## config.mk

```make
export PLATFORM = sky130hd
export DESIGN_NAME = uart_rx
export DESIGN_NICKNAME = d
export VERILOG_FILES = /design/src/rtl/uart_rx.sv
export SDC_FILE = /design/constraint.sdc
export NUM_CORES = 1
export LEC_CHECK = 0
export CORE_ASPECT_RATIO = 1.25
export CORE_UTILIZATION = 50
export CTS_BUF_LIST = sky130_fd_sc_hd__clkbuf_4
export DETAILED_ROUTE_END_ITERATION = 6
export DONT_BUFFER_PORTS = 1
export PLACE_DENSITY = 0.69
export RECOVER_POWER = 100
export SYNTH_ARGS = -nofsm -noshare
export SYNTH_HDL_FRONTEND = slang
export SYNTH_SLANG_ARGS = --single-unit
```

## constraint.sdc

```tcl
create_clock -name clk -period 3.1 [get_ports clk]
set_input_delay 0.93 -clock clk [delete_from_list [all_inputs] [get_ports clk]]
set_output_delay 0.93 -clock clk [all_outputs]
set_load 0.01 [all_outputs]
```

## src/rtl/uart_rx.sv

```systemverilog
// 8N1 UART receiver: 2-flop synchronizer, mid-bit sampling FSM,
// one-deep valid/ready output register with frame and overrun flags.
module uart_rx #(
  parameter int CLKS_PER_BIT = 434
) (
  input  logic       clk,
  input  logic       rst,
  input  logic       rx,
  output logic [7:0] rx_data,
  output logic       rx_valid,
  input  logic       rx_ready,
  output logic       busy,
  output logic       frame_err,
  output logic       overrun
);

  typedef enum logic [2:0] {
    IDLE,
    START,
    DATA,
    STOP,
    WAIT_HIGH
  } state_t;

  localparam logic [15:0] LP_HALF = 16'(CLKS_PER_BIT / 2 - 1);
  localparam logic [15:0] LP_LAST = 16'(CLKS_PER_BIT - 1);

  state_t      r_state;
  logic        r_rx_meta;
  logic        r_rx_s;
  logic [15:0] r_cnt;
  logic [2:0]  r_idx;
  logic [7:0]  r_shift;
  logic [7:0]  r_rx_data;
  logic        r_rx_valid;
  logic        r_busy;
  logic        r_frame_err;
  logic        r_overrun;

  always_ff @(posedge clk) begin
    if (rst) begin
      r_rx_meta <= 1'b1;
      r_rx_s    <= 1'b1;
    end else begin
      r_rx_meta <= rx;
      r_rx_s    <= r_rx_meta;
    end
  end

  always_ff @(posedge clk) begin
    if (rst) begin
      r_state     <= IDLE;
      r_cnt       <= '0;
      r_idx       <= '0;
      r_shift     <= '0;
      r_rx_data   <= '0;
      r_rx_valid  <= 1'b0;
      r_busy      <= 1'b0;
      r_frame_err <= 1'b0;
      r_overrun   <= 1'b0;
    end else begin
      r_frame_err <= 1'b0;
      r_overrun   <= 1'b0;
      if (r_rx_valid && rx_ready)
        r_rx_valid <= 1'b0;
      unique case (r_state)
        IDLE: begin
          if (!r_rx_s) begin
            r_state <= START;
            r_busy  <= 1'b1;
            r_cnt   <= '0;
          end
        end
        START: begin
          if (r_cnt == LP_HALF) begin
            r_cnt <= '0;
            r_idx <= '0;
            if (r_rx_s) begin
              r_state <= IDLE;
              r_busy  <= 1'b0;
            end else begin
              r_state <= DATA;
            end
          end else begin
            r_cnt <= r_cnt + 16'd1;
          end
        end
        DATA: begin
          if (r_cnt == LP_LAST) begin
            r_cnt          <= '0;
            r_shift[r_idx] <= r_rx_s;
            r_idx          <= r_idx + 3'd1;
            if (r_idx == 3'd7)
              r_state <= STOP;
          end else begin
            r_cnt <= r_cnt + 16'd1;
          end
        end
        STOP: begin
          if (r_cnt == LP_LAST) begin
            r_cnt <= '0;
            if (r_rx_s) begin
              r_state <= IDLE;
              r_busy  <= 1'b0;
              // A same-cycle consume frees the slot for the new byte
              if (!r_rx_valid || rx_ready) begin
                r_rx_data  <= r_shift;
                r_rx_valid <= 1'b1;
              end else begin
                r_overrun <= 1'b1;
              end
            end else begin
              r_frame_err <= 1'b1;
              r_state     <= WAIT_HIGH;
            end
          end else begin
            r_cnt <= r_cnt + 16'd1;
          end
        end
        WAIT_HIGH: begin
          if (r_rx_s) begin
            r_state <= IDLE;
            r_busy  <= 1'b0;
          end
        end
        default: begin
          r_state <= IDLE;
          r_busy  <= 1'b0;
        end
      endcase
    end
  end

  assign rx_data   = r_rx_data;
  assign rx_valid  = r_rx_valid;
  assign busy      = r_busy;
  assign frame_err = r_frame_err;
  assign overrun   = r_overrun;

endmodule
```

======== Word-level counts from Yosys, hierarchy flattened ========
Index checks and enable logic that the tools add are counted.
operators by class
  add/subtract/negate cells ............... 2
  order comparisons ....................... 2
  equality and inequality tests ........... 13
  multiplexer cells ....................... 31
  bitwise operators ....................... 4
  reductions and logical operators ........ 16
operators by type and width
  cell                     number
  $mux W16                 3
  $pmux W16 S3             1
  $mux W3                  9
  $add A16 B1 Y16 const B  1
  $eq A16 B8 Y1 const B    1
  $eq A16 B9 Y1 const B    1
  $pmux W3 S5              1
  $mux W1                  12
  $ne A2 B2 Y1 const B     6
  $bwmux W8                1
  $reduce_and A4 Y1        2
  $eq A3 B2 Y1 const B     2
  $eq A3 B3 Y1 const B     2
  $pmux W3 S2              1
  $reduce_and A6 Y1        1
  $pmux W1 S5              1
  $lt A3 B4 Y1 const B     1
  $not A1 Y1               4
  $reduce_and A2 Y1        2
  $reduce_or A4 Y1         1
  $add A3 B1 Y3 const B    1
  $demux W1 S3             1
  $eq A3 B1 Y1 const B     1
  $ge A3 B1 Y1 const B     1
  10 further kinds         11
word-level totals
  register bits after elaboration ......... 44
  output and inout bits ................... 12
  word-level logic and storage cells ...... 79

======== Depth between registers and ports, before layout ========
  depth in word-level cells ............... 6
  depth in mapped cells ................... 8
  mapped depth without buffers ............ 7

======== Worst setup path after synthesis ========
Ideal clock, no wire load.
  path type ............................... register -> register
  from .................................... register r_cnt[0]
  to ...................................... register r_shift[0]
  data arrival time ....................... 2118 ps
  required time ........................... 2972 ps
  setup slack ............................. 855 ps
  cell stages (with the launch flop) ...... 8
  path buffers ............................ 1
  cells stage by stage .................... dfxtp_1 > ha_1 > or4bb_1 > or4_1 > buf_4 > nor4b_4 > mux2i_1 > nor2_1
on the way
  longest elaborated chain between the ends .. 2
RTL lines
  element                          line  text
  from (decl)                      31    logic [15:0] r_cnt;
  from (signal assigned)           85    r_cnt <= r_cnt + 16'd1;
  from (signal assigned)           96    r_cnt <= r_cnt + 16'd1;
  from (signal assigned)           117   r_cnt <= r_cnt + 16'd1;
  $eq A16 B9 Y1                    89    if (r_cnt == LP_LAST) begin
  $reduce_and A2 Y1 (no line)      n/a
  to (signal, indexed assignment)  91    r_shift[r_idx] <= r_rx_s;
  to (decl)                        33    logic [7:0] r_shift;
Every way passes these cells.
A chain may end at the register's enable or synchronous reset.

======== Worst setup path after layout ========
  from .................................... register r_cnt[0]
  to ...................................... register r_cnt[9]
on the way
  longest elaborated chain between the ends .. 3
RTL lines
  element                                  line         text
  $add A16 B1 Y16 (tied with other cells)  85, 96, 117
  $mux W16, on equally long branches       89, 100, 75
  $pmux W16 S3 *                           66           unique case (r_state)
Every way passes the cells marked *; elsewhere a longest branch is shown, timed or not.

==> metrics.log <==
[metrics] setup repair after global routing missed its margin: false
[metrics] share of Yosys cell area claimed by the top area cell type: 0.420
[metrics] internal power: 749 uW
[metrics] number of levels the H-tree was split into: 2
[metrics] power density normalized to cell area: 449 mW/mm2
[metrics] final weighted congestion in routability-driven placement: 0.746
[metrics] PostCTS Resize Cnt: 0
[metrics] pin count of the biggest net entering global routing: 37
[metrics] cell type group with the largest total delay on the critical path: simple AND/OR/NAND/NOR gates
[metrics] initial drt markers: 83
[metrics] number of unique standard cell types used by synthesis: 39
[metrics] dominant cell type by area after synthesis: dfxtp_1
[metrics] ports placed on the boundary: 16
[metrics] Sequential Power Share: 0.603
[metrics] primary flip-flop cell chosen by synthesis mapping: dfxtp_1
[metrics] cells taking the most area after synthesis: dfxtp_1 (42%), mux2i_1 (7.6%), nor2_1 (6.1%)
[metrics] average vias per placed instance: 5.82
[metrics] area inside the core boundary: 0.00391 mm2
[metrics] Cells after Synth: 236
[metrics] Post-synth top cells: dfxtp_1 (44), nor2_1 (34), mux2i_1 (16), nand2_1 (16), nand3_1 (16)
[metrics] Max Cap Viol: 0
[metrics] switching power of the nets: 210 uW
[metrics] chip width: 59.9 um
[metrics] status: finished clean
[metrics] most frequently used cell type in the post-synthesis netlist: dfxtp_1
[metrics] flops & latches, synth: 44
[metrics] total track usage: 0.201
[metrics] clock slew at the register clock pins of the worst setup and hold paths: 0.13 ns
[metrics] clock sink count: 44
[metrics] max_slew headroom: 0.381
[metrics] GRT Residual Overflow: 0
[metrics] count of endpoints failing hold in the final timing report: 0
[metrics] Post-CTS Repair Setup Buffers: 0
[metrics] FFs w/ async S/R, synth: 0
[metrics] die footprint: 0.00446 mm2
[metrics] Worst Clk Skew: 0.0154 ns
[metrics] Synth warnings: 0
[metrics] leakage dissipation: 0.764 nW
[metrics] total length of routed wires: 4010 um
[metrics] clock tree from TritonCTS: done
[metrics] Sw Share: 0.219
[metrics] synthesized net count: 245
[metrics] min-delay worst type: register to register
[metrics] Routed Antenna Nets: 0
[metrics] initial antenna violation count: 0
[metrics] max-slew violations: 0
[metrics] final worst-path cycle share: 0.872
[metrics] largest stage delay on the critical path: 0.53 ns
[metrics] number of design rule violations left after detail routing: 0
[metrics] worst slew pin tran: 0.929 ns
[metrics] Clk pwr share: 0.369
[metrics] Buffers on Ports: 0
[metrics] worst-case vdd ir drop: 0.182 mV
[metrics] arrival time of data at the critical path endpoint: 2.95 ns
[metrics] combined area of all synthesized cells: 0.00210 mm2
[metrics] maximum clock rate: 0.370 GHz
[metrics] CP required: 3.34 ns
[metrics] combinational share of power: 0.028
[metrics] clock period minus worst slack: 2.70 ns
[metrics] number of global-route vias before repair: 1505
[metrics] worst-case hold slack: 0.439 ns
[metrics] maximum fanout encountered on the critical timing path: 13
[metrics] initial core utilization: 0.537
[metrics] die height: 74.4 um
[metrics] hold_buf cts: 0
[metrics] Avg WL per Cell: 14.1 um
[metrics] area growth from synthesis to layout: 1.79%
[metrics] combined buffer and inverter count along the critical path: 0
[metrics] number of nets at the end of the flow: 238
[metrics] Cell Chain, Critical Path: ha_1 -> or4bb_1 -> nor4_1 -> o2bb2ai_1 -> o21bai_2 -> nor2_1
[metrics] number of flops mapped to enable cells by yosys: 0
[metrics] highest-delay cell along the critical path: or4bb_1
[metrics] Worst Setup End Kind: register
[metrics] clock root buffer master: clkbuf_4
[metrics] worst setup path category: register to register
[metrics] vias: 1654
[metrics] Worst Setup Start Kind: register
[metrics] HPWL after detailed placement: 2760 um
[metrics] global-route wire length before repair: 6690 um
[metrics] proportion of layout cells with a drive suffix above 1: 0.0435
[metrics] Post-Syn Area per Cell: 8.89 um2
[metrics] number of clock buffers inserted by TritonCTS: 5
[metrics] First-pass DRT Iterations: 4
[metrics] CTS Buffer Depth: 2
[metrics] Finish-stage setup viols: 0
[metrics] proportion of synthesized chip area in sequential cells: 0.420
[metrics] Fin Setup TNS: 0 ns
[metrics] number of standard-cell rows in the floorplan: 25
[metrics] insertion delay of the later-clocked pin in the worst-skew pair: 0.36 ns
[metrics] Ant. Diodes: 0
registers in the layout, indices dropped and copies added, names as in the netlist:
name	count
busy	1
r_cnt	16
r_state	3
r_shift	8
rx_valid	1
rx_data	8
r_rx_s	1
overrun	1
frame_err	1
r_rx_meta	1
r_idx	3
final cells by class:
class | instances | area, um2
clock buffer | 5 | 37.5
tap | 54 | 67.6
fill | 382 | 1770
clock inverter | 3 | 42.5
inverter | 3 | 11.3
multi-input combinational | 175 | 1100
sequential | 44 | 881
per-stage QoR:
step / util / setup slack (ns) / total power [mW] / instances / cell area [um2]
floorplan: - / 0.855 / 0.618 / 236 / 2100
global placement: 0.539 / 0.500 / 0.617 / 276 / 2110
detailed placement: 0.539 / 0.396 / 0.617 / 276 / 2110
CTS: 0.559 / 0.334 / 0.974 / 284 / 2190
global route: 0.546 / 0.116 / 1.01 / 284 / 2140
finish: 0.546 / 0.398 / 0.959 / 284 / 2140
final timing paths:
path | startpoint | to | slack [ns] | cells after the start
setup / recovery | r_cnt[0]$_SDFFE_PP0P_ | r_cnt[9]$_SDFFE_PP0P_ | 0.40 | 6
hold / removal | r_rx_meta$_SDFF_PP1_ | r_rx_s$_SDFF_PP1_ | 0.44 | 1
setup reg to reg | r_cnt[0]$_SDFFE_PP0P_ | r_cnt[9]$_SDFFE_PP0P_ | 0.40 | 6
hold reg to reg | r_rx_meta$_SDFF_PP1_ | r_rx_s$_SDFF_PP1_ | 0.44 | 1
worst register-to-register path, delay by kind of cell, from the launching register on:
kind / cells / cell delay (ns)
AOI/OAI and AO/OA: 2 / 0.85
DFF: 1 / 0.48
adders and majority gates: 1 / 0.18
and+or+nand+nor: 3 / 1.10
per-layer routing:
layer | part of all wire | routed length (um) | global-route usage | vias to the layer above
met1 | 0.46 | 1850 | 0.244 | 784
met2 | 0.49 | 1980 | 0.336 | 23
met3 | 0.029 | 117 | 0.0487 | 7
met4 | 0.018 | 71 | 0.0853 | 0
li1 | - | - | - | 840
met5 | 0 | 0 | 0 | -
cells in the final DEF, fill, tap and decap left out, types with 3 or more instances in the layout:
master,instances
mux2i_1,16
nor2_1,34
dfxtp_1,44
inv_1,3
a21oi_1,6
nor3_1,13
clkbuf_4,5
a211oi_1,3
xor2_1,8
ha_1,5
a31oi_1,5
nand3_1,16
nand4_1,9
nand2b_1,3
nand2_1,16
nor4_1,10
or4_1,5
power by group through the flow:
stage | sequential, mW | combinational, mW | clock, mW
floorplan | 0.586 | 0.0325 | 0
global placement | 0.590 | 0.0271 | 0
detailed placement | 0.590 | 0.0272 | 0
CTS | 0.578 | 0.0273 | 0.369
global route | 0.579 | 0.0299 | 0.397
finish | 0.578 | 0.0268 | 0.354
kinds of logic after synthesis:
logic type               share of synthesized area
AND/OR/NAND/NOR                              0.334
flip-flops                                   0.420
AO/OA/AOI/OAI                               0.0644
buffers and inverters                       0.0340
multiplexers                                0.0763
XOR/XNOR                                    0.0417
adder cells (fa/ha/maj)                     0.0298
Note: power is estimated with default switching activity, not from simulation.
